## config.mk

```make
export PLATFORM = sky130hd
export DESIGN_NAME = cnt_capture_fifo
export DESIGN_NICKNAME = d
export VERILOG_FILES = /design/src/rtl/cnt_cap_pkg.sv /design/src/rtl/sync_fifo.sv /design/src/rtl/cnt_capture_fifo.sv
export SDC_FILE = /design/constraint.sdc
export NUM_CORES = 1
export LEC_CHECK = 0
export BUFFER_PORTS_ARGS = -buffer_cell sky130_fd_sc_hd__clkbuf_2
export CORE_MARGIN = 4
export CORE_UTILIZATION = 30
export CTS_CLUSTER_DIAMETER = 60
export DETAILED_ROUTE_END_ITERATION = 8
export SLEW_MARGIN = 20
export SYNTH_ARGS = -nofsm -noshare
export SYNTH_HDL_FRONTEND = slang
export SYNTH_HIERARCHICAL = 1
export SYNTH_SLANG_ARGS = --single-unit
```

## constraint.sdc

```tcl
create_clock -name clk -period 3.9 [get_ports clk]
set_clock_uncertainty 0.15 [all_clocks]
set_input_delay 0.585 -clock clk [delete_from_list [all_inputs] [get_ports clk]]
set_output_delay 0.585 -clock clk [all_outputs]
set_load 0.01 [all_outputs]
```

## src/rtl/cnt_cap_pkg.sv

```systemverilog
// Shared defaults and helpers for the counter-capture FIFO and its storage sub-block.
package cnt_cap_pkg;

    localparam int DW_DEF    = 32'sd4;
    localparam int DEPTH_DEF = 32'sd4;

    // Occupancy counter width: must represent 0..depth inclusive.
    function automatic int level_w(input int depth);
        return $clog2(depth) + 32'sd1;
    endfunction

endpackage

```

## src/rtl/sync_fifo.sv

```systemverilog
// Synchronous FWFT FIFO with a registered head word, separate occupancy counter and
// pointers that wrap modulo DEPTH. Writes into a full FIFO are only taken alongside a read.
module sync_fifo
    import cnt_cap_pkg::*;
#(
    parameter int DW    = DW_DEF,
    parameter int DEPTH = DEPTH_DEF
) (
    input  logic                      clk,
    input  logic                      rst_n,
    input  logic                      wr_en,
    input  logic [DW-1:0]             wr_data,
    input  logic                      rd_en,
    output logic [DW-1:0]             rd_data,
    output logic [level_w(DEPTH)-1:0] level,
    output logic                      full,
    output logic                      empty
);

    localparam int AW = $clog2(DEPTH);
    localparam int LW = level_w(DEPTH);

    logic [DW-1:0] mem_r [DEPTH];
    logic [AW-1:0] wr_ptr_r;
    logic [AW-1:0] rd_ptr_r;
    logic [AW-1:0] rd_ptr_nxt_s;
    logic [LW-1:0] level_r;
    logic [LW-1:0] level_nxt_s;
    logic [DW-1:0] head_r;
    logic [DW-1:0] head_nxt_s;
    logic          full_s;
    logic          empty_s;
    logic          wr_acc_s;
    logic          rd_acc_s;

    assign full_s   = (level_r == LW'(DEPTH));
    assign empty_s  = (level_r == '0);
    assign rd_acc_s = rd_en && !empty_s;
    assign wr_acc_s = wr_en && (!full_s || rd_acc_s);

    // Next occupancy, read pointer and head word.
    always_comb begin
        level_nxt_s  = level_r;
        rd_ptr_nxt_s = rd_ptr_r;
        head_nxt_s   = head_r;
        case ({wr_acc_s, rd_acc_s})
            2'b10:   level_nxt_s = level_r + LW'(1'b1);
            2'b01:   level_nxt_s = level_r - LW'(1'b1);
            default: level_nxt_s = level_r;
        endcase
        if (rd_acc_s) begin
            rd_ptr_nxt_s = rd_ptr_r + AW'(1'b1);
        end else begin
            rd_ptr_nxt_s = rd_ptr_r;
        end
        // The word being written this edge becomes the head when it lands at the new read slot.
        if (level_nxt_s == '0) begin
            head_nxt_s = head_r;
        end else if (wr_acc_s && (wr_ptr_r == rd_ptr_nxt_s)) begin
            head_nxt_s = wr_data;
        end else begin
            head_nxt_s = mem_r[rd_ptr_nxt_s];
        end
    end

    // Pointer, occupancy and head registers.
    always_ff @(posedge clk or negedge rst_n) begin
        if (!rst_n) begin
            wr_ptr_r <= '0;
            rd_ptr_r <= '0;
            level_r  <= '0;
            head_r   <= '0;
        end else begin
            if (wr_acc_s) begin
                wr_ptr_r <= wr_ptr_r + AW'(1'b1);
            end
            rd_ptr_r <= rd_ptr_nxt_s;
            level_r  <= level_nxt_s;
            head_r   <= head_nxt_s;
        end
    end

    // Storage array; contents after reset are don't-care.
    always_ff @(posedge clk) begin
        if (wr_acc_s) begin
            mem_r[wr_ptr_r] <= wr_data;
        end
    end

    assign rd_data = head_r;
    assign level   = level_r;
    assign full    = full_s;
    assign empty   = empty_s;

endmodule

```

## src/rtl/cnt_capture_fifo.sv

```systemverilog
// Captures an enable-gated counter into a hold register and a FWFT FIFO drained by
// valid/ready, with a sticky flag for samples dropped while full.
module cnt_capture_fifo
    import cnt_cap_pkg::*;
#(
    parameter int DW    = DW_DEF,
    parameter int DEPTH = DEPTH_DEF
) (
    input  logic                      clk,
    input  logic                      rst_n,
    input  logic                      en_i,
    input  logic [DW-1:0]             cnt_i,
    output logic [DW-1:0]             hold_o,
    output logic                      out_valid,
    input  logic                      out_ready,
    output logic [DW-1:0]             out_data,
    output logic [level_w(DEPTH)-1:0] level_o,
    output logic                      ovf_o,
    input  logic                      ovf_clr
);

    logic [DW-1:0] hold_r;
    logic          ovf_r;
    logic          ovf_nxt_s;
    logic          drop_s;
    logic          full_s;
    logic          empty_s;

    sync_fifo #(
        .DW    (DW),
        .DEPTH (DEPTH)
    ) u_fifo (
        .clk     (clk),
        .rst_n   (rst_n),
        .wr_en   (en_i),
        .wr_data (cnt_i),
        .rd_en   (out_ready),
        .rd_data (out_data),
        .level   (level_o),
        .full    (full_s),
        .empty   (empty_s)
    );

    // Drop decision and sticky overflow; a drop outranks a same-cycle clear.
    always_comb begin
        drop_s    = en_i && full_s && !out_ready;
        ovf_nxt_s = ovf_r;
        if (drop_s) begin
            ovf_nxt_s = 1'b1;
        end else if (ovf_clr) begin
            ovf_nxt_s = 1'b0;
        end else begin
            ovf_nxt_s = ovf_r;
        end
    end

    // Hold register and overflow flag.
    always_ff @(posedge clk or negedge rst_n) begin
        if (!rst_n) begin
            hold_r <= '0;
            ovf_r  <= 1'b0;
        end else begin
            if (en_i) begin
                hold_r <= cnt_i;
            end
            ovf_r <= ovf_nxt_s;
        end
    end

    assign hold_o    = hold_r;
    assign ovf_o     = ovf_r;
    assign out_valid = !empty_s;

endmodule
```

Word-level counts from Yosys, hierarchy flattened. Memories as Yosys holds them, arrays and structs flattened. A register that Yosys moved wholly into a read port is not among the register bits. Index checks and enable logic that the tools add are counted. W data, S select, Z words.

$add $sub $neg: 4. Equality and inequality tests: 3. Mux-type cells: 6. Reduce and logical (&&, ||, !) cells: 13.

Operators with widths (number): $logic_not A3 Y1 (2); $pmux W3 S2 (1); $logic_not A1 Y1 (5); $add A2 B1 Y2 const B (2); $logic_and A1 B1 Y1 (4); $mux W1 (4); $add A3 B1 Y3 const B (1); $eq A3 B3 Y1 const B (1); $sub A3 B1 Y3 const B (1); $eq A2 B1 Y1 const B (1); $eq A2 B2 Y1 const B (1); $mux W2 (1); $reduce_bool A2 Y1 (1); $logic_or A1 B1 Y1 (1).

Register bits after elaboration: 12. Memory bits (writable): 16. Input port bits: 9. Output and inout bits: 13. Word-level logic and storage cells: 32. Memories: 1.

Memory list: u_fifo.mem_r (depth 4, bits a word 4, read ports 1, clocked after Yosys merged registers in 1, write ports 1, line sync_fifo.sv:23) `logic [DW-1:0] mem_r [DEPTH];`.

Logic depth before layout (Yosys ltp). Gate-level depths: netlist of the first run.

Depth in word-level cells: 9. Depth in mapped cells: 10. Mapped depth without buffers: 8.

By module. The synthesis of the first run kept the hierarchy.

Modules (own cells, without submodules): sync_fifo (instances 1, cells each 138, area an instance 1580.3 µm², sequential area each 755.7 µm²); cnt_capture_fifo (instances 1, cells each 13, area an instance 187.7 µm², sequential area each 125.1 µm²).

Worst setup path before layout of the first run. OpenSTA, ideal clock, no wires.

Path kind: in2reg. Start point: in out_ready. End point: reg u_fifo.head_r[0], in the netlist u_fifo/rd_data[0], read port of u_fifo.mem_r. Library setup time: 0.124 ns. Arrival time: 2.692 ns. Required time: 3.626 ns. Slack: 0.934 ns. Stages on the path: 8. Path buffers: 1. Cell sequence: o31a_1 clkbuf_1 nand2b_1 fa_1 a2111oi_4 a2bb2oi_1 nor3_1 o31a_1.

Cells in the longest elaborated chain, start to end: 7. Elaborated cells on any way between the ends: 9. Classes of those cells: eq/ne (2); mux (2); reduce/logical (5).

Ends and longest elaborated chain: start, declared (line cnt_capture_fifo.sv:15) `input logic out_ready,`; $logic_and A1 B1 Y1 * (line sync_fifo.sv:38) `assign rd_acc_s = rd_en && !empty_s;`; $logic_or A1 B1 Y1 (line sync_fifo.sv:39) `assign wr_acc_s = wr_en && (!full_s || rd_acc_s);`; $logic_and A1 B1 Y1 (line sync_fifo.sv:39); $eq A2 B1 Y1 or $eq A2 B2 Y1 (tied branches) (line sync_fifo.sv:46) `case ({wr_acc_s, rd_acc_s})`; $pmux W3 S2 * (line sync_fifo.sv:46); net u_fifo.level_nxt_s[1] (line sync_fifo.sv:28) `logic [LW-1:0] level_nxt_s;`; $logic_not A3 Y1 * (line sync_fifo.sv:57) `if (level_nxt_s == '0) begin`; $logic_not A1 Y1 (no line) *; end, declared (line sync_fifo.sv:29) `logic [DW-1:0] head_r;`.

The timed path passes the listed nets; every way through them passes the cells marked *. A chain may end at the register's enable or synchronous reset.

Final worst setup path of the first run.
Start point: reg u_fifo.level_r[2], in the netlist u_fifo/level[2]. End point: reg u_fifo.head_r[2], in the netlist u_fifo/rd_data[2], read port of u_fifo.mem_r.

Cells in the longest elaborated chain, start to end: 9. Elaborated cells on any way between the ends: 15. Classes of those cells: add/sub (2); eq/ne (3); mux (2); reduce/logical (8).

Ends and longest elaborated chain: start, declared (line sync_fifo.sv:27) `logic [LW-1:0] level_r;`; start signal, assigned (line sync_fifo.sv:78) `level_r <= level_nxt_s;`; $logic_not A3 Y1 (line sync_fifo.sv:37) `assign empty_s = (level_r == '0);`; $logic_not A1 Y1 (line sync_fifo.sv:38); $logic_and A1 B1 Y1 (line sync_fifo.sv:38); $logic_or A1 B1 Y1 (line sync_fifo.sv:39); $logic_and A1 B1 Y1 (line sync_fifo.sv:39); $eq A2 B1 Y1 or $eq A2 B2 Y1 (tied branches) (line sync_fifo.sv:46); $pmux W3 S2 * (line sync_fifo.sv:46); net u_fifo.level_nxt_s[1] (line sync_fifo.sv:28); $logic_not A3 Y1 * (line sync_fifo.sv:57); $logic_not A1 Y1 (no line) *.

Marked as above.

==> flow_summary.json, run 1 <==
{
  "relSlewSlack_pct": 54.6,
  "num_vias": 1255,
  "p_leak_nw": 0.790,
  "cts_hold_buf": 0,
  "p_clk_share_pct": 15.5,
  "yosysSeqAreaShare_pct": 49.8,
  "synthCells": 151,
  "ys_top_cells_by_area": "edfxtp_1, dfrtp_1, nor3_1",
  "cp.arrival_ps": 3260,
  "p_int_uw": 912,
  "dpl.hpwl_um": 2710,
  "instances_no_fill": 245,
  "ys.warnings.count": 6,
  "diodes": 0,
  "finalCritPeriodShare_pct": 83.2,
  "wl_per_cell_um": 14.9,
  "initial_utilization_pct": 31.5,
  "cts_resized": 0,
  "port_buffers": 21,
  "die_area_mm2": 0.00719,
  "final_common_cell": "clkbuf_2",
  "gp_congestion": 0.731,
  "htree_num_levels": 2,
  "numCtsBuffers": 5,
  "worstSetupEndpointType": "flip-flop",
  "synth.largest_area_cell": "edfxtp_1",
  "clkTransAtPathRegs_ps": 60,
  "rows": 27,
  "period_minus_slack_ps": 3250,
  "area_growth_pct": 13.9,
  "ys_ff_latch": 32,
  "core_mm2": 0.00561,
  "fin_ws_ps": 655,
  "fin_util_pct": 35.9,
  "critical_path.startpoint_type": "flip-flop",
  "cts_tree": "yes",
  "finalHoldViolCount": 0,
  "tns_ps": 0,
  "antenna_found_initial": 0,
  "io-pin-count": 22,
  "clock-root-buffer": "clkbuf_8",
  "criticalPathCategory": "flip-flop to flip-flop",
  "nets": 186,
  "fmax_mhz": 308,
  "crit_fanout": 17,
  "drtPass1Iterations": 4,
  "grt_first_pass_wirelength_um": 6420,
  "status": "completed",
  "first_global_vias": 1264,
  "clock_latency_ps": 280,
  "place_inst": 237,
  "avgSynthCellArea_um2": 11.7,
  "clock_path_buffers": 2,
  "drtIter0Drc": 129,
  "dieHeight_um": 84.8,
  "required_ps": 3910,
  "wl_um": 3660,
  "slew_violations": 0,
  "drc": 0,
  "p_sw_uw": 604,
  "overflow": 0,
  "syn_area_mm2": 0.00177,
  "netlist-cell-type-count": 40,
  "grt_usage_pct": 11.2,
  "peakVddDrop_uv": 248,
  "power_density_mw_per_mm2": 753,
  "synth_top_area_share_pct": 27.2,
  "drv_cap": 0,
  "grt_max_degree": 23,
  "switching_share_pct": 39.9,
  "pwr-share-comb_pct": 45.1,
  "min_path_type": "input port to async pin",
  "final_cell_mix": "clkbuf_2, dfrtp_1, edfxtp_1",
  "setup_viol_count_final": 0,
  "pwr-share-seq_pct": 39.4,
  "cts.sinks": 32,
  "pre_cts_slack_ps": 411,
  "worst_pin_slew_ps": 682,
  "fp.dieW_um": 84.8,
  "viasPerCell": 5.12,
  "syn_nets": 165,
  "layout-drive-gt1-share_pct": 22.0,
  "post_cts_buffers": 0,
  "rsz0062_at_grt": "no",
  "drtAntennaViolNets": 0
}
[cells in the mapped netlist]
library cell	instances
dfrtp_1	16
edfxtp_1	16
nor3_1	11
and2_1	8
inv_1	8
nand2_1	8
o21a_1	6
a211o_1	5
o31a_1	5
or4_1	5
a211oi_1	4
clkbuf_1	4
ha_1	4
mux2_2	4
mux2i_1	4
nor3b_1	4
o311ai_0	4
buf_2	3
nor2_1	3
xnor2_1	3
and3_1	2
buf_4	2
o21ai_0	2
o22ai_1	2
or3b_2	2
xor2_1	2
a2111o_1	1
a2111oi_4	1
a2bb2oi_1	1
a41oi_4	1
and3b_1	1
fa_1	1
nand2b_1	1
nand4_1	1
nor2b_1	1
o21ai_1	1
o31ai_1	1
or3_1	1
or4_4	1
xnor2_2	1
[kinds of logic (layout without fill, tap and decap cells)]
kind of cell	after synthesis	in the layout	synth area share, %
muxes	8	8	4.81
DFF	32	32	49.8
adders and majority gates	5	5	3.96
buffers and inverters	17	39	4.25
and+or+nand+nor	49	49	16.3
AOI/OAI and AO/OA	34	34	17.4
xor gates and xnor gates	6	6	3.40
[worst max-delay path, cell delays in order (launching register included)]
cell and delay, ps:
dfrtp_1 540, o31a_1 560, nand2b_1 140, fa_1 520, a2111oi_4 280, a2bb2oi_1 420, nor3_1 190, o31a_1 330
[area by class of cell]
cell class | instances | area (um2)
tap | 72 | 90.1
multi-input combinational | 102 | 812
timing repair buffer | 23 | 120
fill | 607 | 3590
clock buffer | 7 | 76.3
clock inverter | 1 | 3.75
sequential | 32 | 881
inverter | 8 | 30.0
[routing by layer]
layer  track usage [%]  wire length [um]
met1              15.1              1790
met2              17.4              1660
met3              3.14               148
met4              3.88                60
met5                 0                 0
[metrics by stage]
stage / total power [mW] / hold WS (ps) / area, um2
global route: 1.66 / 96.9 / 2010
global placement: 1.29 / 346 / 1930
CTS: 1.54 / 73.6 / 2010
floorplan: 1.11 / 139 / 1770
detailed placement: 1.30 / 351 / 1930
finish: 1.52 / 76.5 / 2010
[state kept, by name, summed over array words and instances, names as in the netlist]
register,count
hold_o,4
ovf_o,1
u_fifo/level,3
u_fifo/mem_r,16
u_fifo/rd_data,4
u_fifo/rd_ptr_r,2
u_fifo/wr_ptr_r,2
[final timing paths]
check / start / end / slack, ps / cells after the start
worst min register to register: hold_o[2] / hold_o[2] / 370 / 1
worst max-delay path: u_fifo/level[2] / u_fifo/rd_data[2] / 650 / 7
worst max register to register: u_fifo/level[2] / u_fifo/rd_data[2] / 650 / 7
max in group asynchronous: rst_n / u_fifo/wr_ptr_r[1] / 3230 / 1
worst min-delay path: rst_n / u_fifo/rd_data[0] / 80 / 1
min in group clk: ovf_clr / ovf_o / 340 / 2
[power groups by stage]
| stage | Sequential (mW) | Clock, mW | Combinational (mW) |
|---|---|---|---|
| detailed placement | 0.606 | 0 | 0.691 |
| finish | 0.597 | 0.236 | 0.683 |
| global route | 0.619 | 0.258 | 0.780 |
| CTS | 0.600 | 0.244 | 0.693 |
| global placement | 0.606 | 0 | 0.680 |
| floorplan | 0.544 | 0 | 0.563 |
(Power assumes the default switching activity.)
==> run 2: changes to the inputs <==
==> constraint.sdc (replaced) <==
create_clock -name clk -period 2.8 [get_ports clk]
set_clock_uncertainty 0.15 [all_clocks]
set_input_delay 0.42 -clock clk [delete_from_list [all_inputs] [get_ports clk]]
set_output_delay 0.42 -clock clk [all_outputs]
set_load 0.01 [all_outputs]
==> run 2 against run 1 <==
  * Largest cell class unchanged
  * Sequential share of layout area decreased by 1.7 points
  * Largest power group unchanged
  * Critical endpoint is now u_fifo/rd_data[1]
  * Register-to-register slack got worse by 400 ps
  * Die area unchanged
  * Highest routed layer unchanged
  * Clock power increased by 53%
==> flow_summary.json, run 2 (synthesized netlist as in run 1, its figures left out) <==
{
  "first_global_vias": 1241,
  "overflow": 0,
  "peakVddDrop_uv": 408,
  "io-pin-count": 22,
  "relSlewSlack_pct": 68.1,
  "layout-drive-gt1-share_pct": 27.1,
  "clock_latency_ps": 280,
  "final_cell_mix": "clkbuf_2, dfrtp_1, edfxtp_1",
  "status": "completed",
  "htree_num_levels": 2,
  "fp.dieW_um": 84.8,
  "criticalPathCategory": "flip-flop to flip-flop",
  "tns_ps": 0,
  "drtAntennaViolNets": 0,
  "rsz0062_at_grt": "no",
  "power_density_mw_per_mm2": 1060,
  "setup_viol_count_final": 0,
  "drtPass1Iterations": 4,
  "post_cts_buffers": 0,
  "crit_fanout": 6,
  "fmax_mhz": 393,
  "grt_max_degree": 19,
  "die_area_mm2": 0.00719,
  "cts_tree": "yes",
  "numCtsBuffers": 5,
  "grt_first_pass_wirelength_um": 6190,
  "viasPerCell": 5.07,
  "finalCritPeriodShare_pct": 90.9,
  "largest_reg_flops": 16,
  "final_common_cell": "clkbuf_2",
  "required_ps": 2820,
  "cp.arrival_ps": 2560,
  "area_growth_pct": 18.5,
  "worst_pin_slew_ps": 475,
  "finalHoldViolCount": 0,
  "cts.sinks": 32,
  "clkTransAtPathRegs_ps": 70,
  "port_buffers": 21,
  "num_vias": 1282,
  "drv_cap": 0,
  "critical_path.startpoint_type": "flip-flop",
  "core_mm2": 0.00561,
  "initial_utilization_pct": 31.5,
  "wl_um": 3680,
  "period_minus_slack_ps": 2540,
  "antenna_found_initial": 0,
  "grt_usage_pct": 11.0,
  "clock-root-buffer": "clkbuf_8",
  "fin_util_pct": 37.3,
  "dpl.hpwl_um": 2770,
  "slew_violations": 0,
  "p_leak_nw": 0.840,
  "clock_path_buffers": 2,
  "regMostFlops": "u_fifo/mem_r",
  "dieHeight_um": 84.8,
  "min_path_type": "input port to flip-flop",
  "drc": 0,
  "n_fill_cell": 575,
  "diodes": 0,
  "worstSetupEndpointType": "flip-flop",
  "cts_hold_buf": 1,
  "wl_per_cell_um": 14.5,
  "gp_congestion": 0.759,
  "drtIter0Drc": 72,
  "cts_resized": 0,
  "nets": 194,
  "rows": 27
}
run 2: worst paths after layout:
path,startpoint,cells after the start,slack [ps],endpoint
worst max-delay path,u_fifo/level[0],7,260,u_fifo/rd_data[1]
worst min-delay path,ovf_clr,2,170,ovf_o
min in group asynchronous,rst_n,2,450,u_fifo/rd_ptr_r[0]
worst min register to register,hold_o[1],1,360,hold_o[1]
worst max register to register,u_fifo/level[0],7,260,u_fifo/rd_data[1]
max in group asynchronous,rst_n,2,1760,u_fifo/level[1]
run 2: layout make-up:
type / instances / area [um2] / share of cell area [%]
Sequential cell: 32 / 881 / 42.1
Multi-Input combinational cell: 102 / 818 / 39.1
Timing Repair Buffer: 31 / 183 / 8.72
Tap cell: 72 / 90.1 / 4.30
Clock buffer: 6 / 82.6 / 3.94
Inverter: 8 / 30.0 / 1.43
Clock inverter: 2 / 10.0 / 0.478
run 2: power by group:
group	leakage [nW]	switching [mW]	total [mW]	internal, mW
logic	0.452	0.619	1.13	0.507
clock network	0.0510	0.165	0.361	0.196
registers	0.337	0.0876	0.732	0.644
run 2: through the flow:
step / hold WS (ps) / setup WS (ps) / area, um2 / total power [mW] / instances
after global routing: 170 / 98.0 / 2090 / 2.40 / 253
after global placement: 219 / 213 / 1990 / 1.86 / 244
after detailed placement: 217 / 183 / 1990 / 1.87 / 244
after CTS: 165 / 254 / 2090 / 2.24 / 253
final: 174 / 256 / 2090 / 2.22 / 253
after floorplan: -25.6 / 10.6 / 1790 / 1.57 / 151
run 2: metal layers:
layer	GRT usage [%]	up-vias	wire, um
li1	-	628	-
met1	15.2	610	1830
met2	16.4	40	1590
met3	3.73	4	209
met4	3.45	0	46
met5	0	-	0
run 2: critical path: stages (launching register included):
cell and delay, ps:
dfrtp_1 380, o31a_1 310, nand2b_1 110, fa_1 470
a2111oi_4 310, a2bb2oi_2 250, nor3_1 140, o31a_1 330
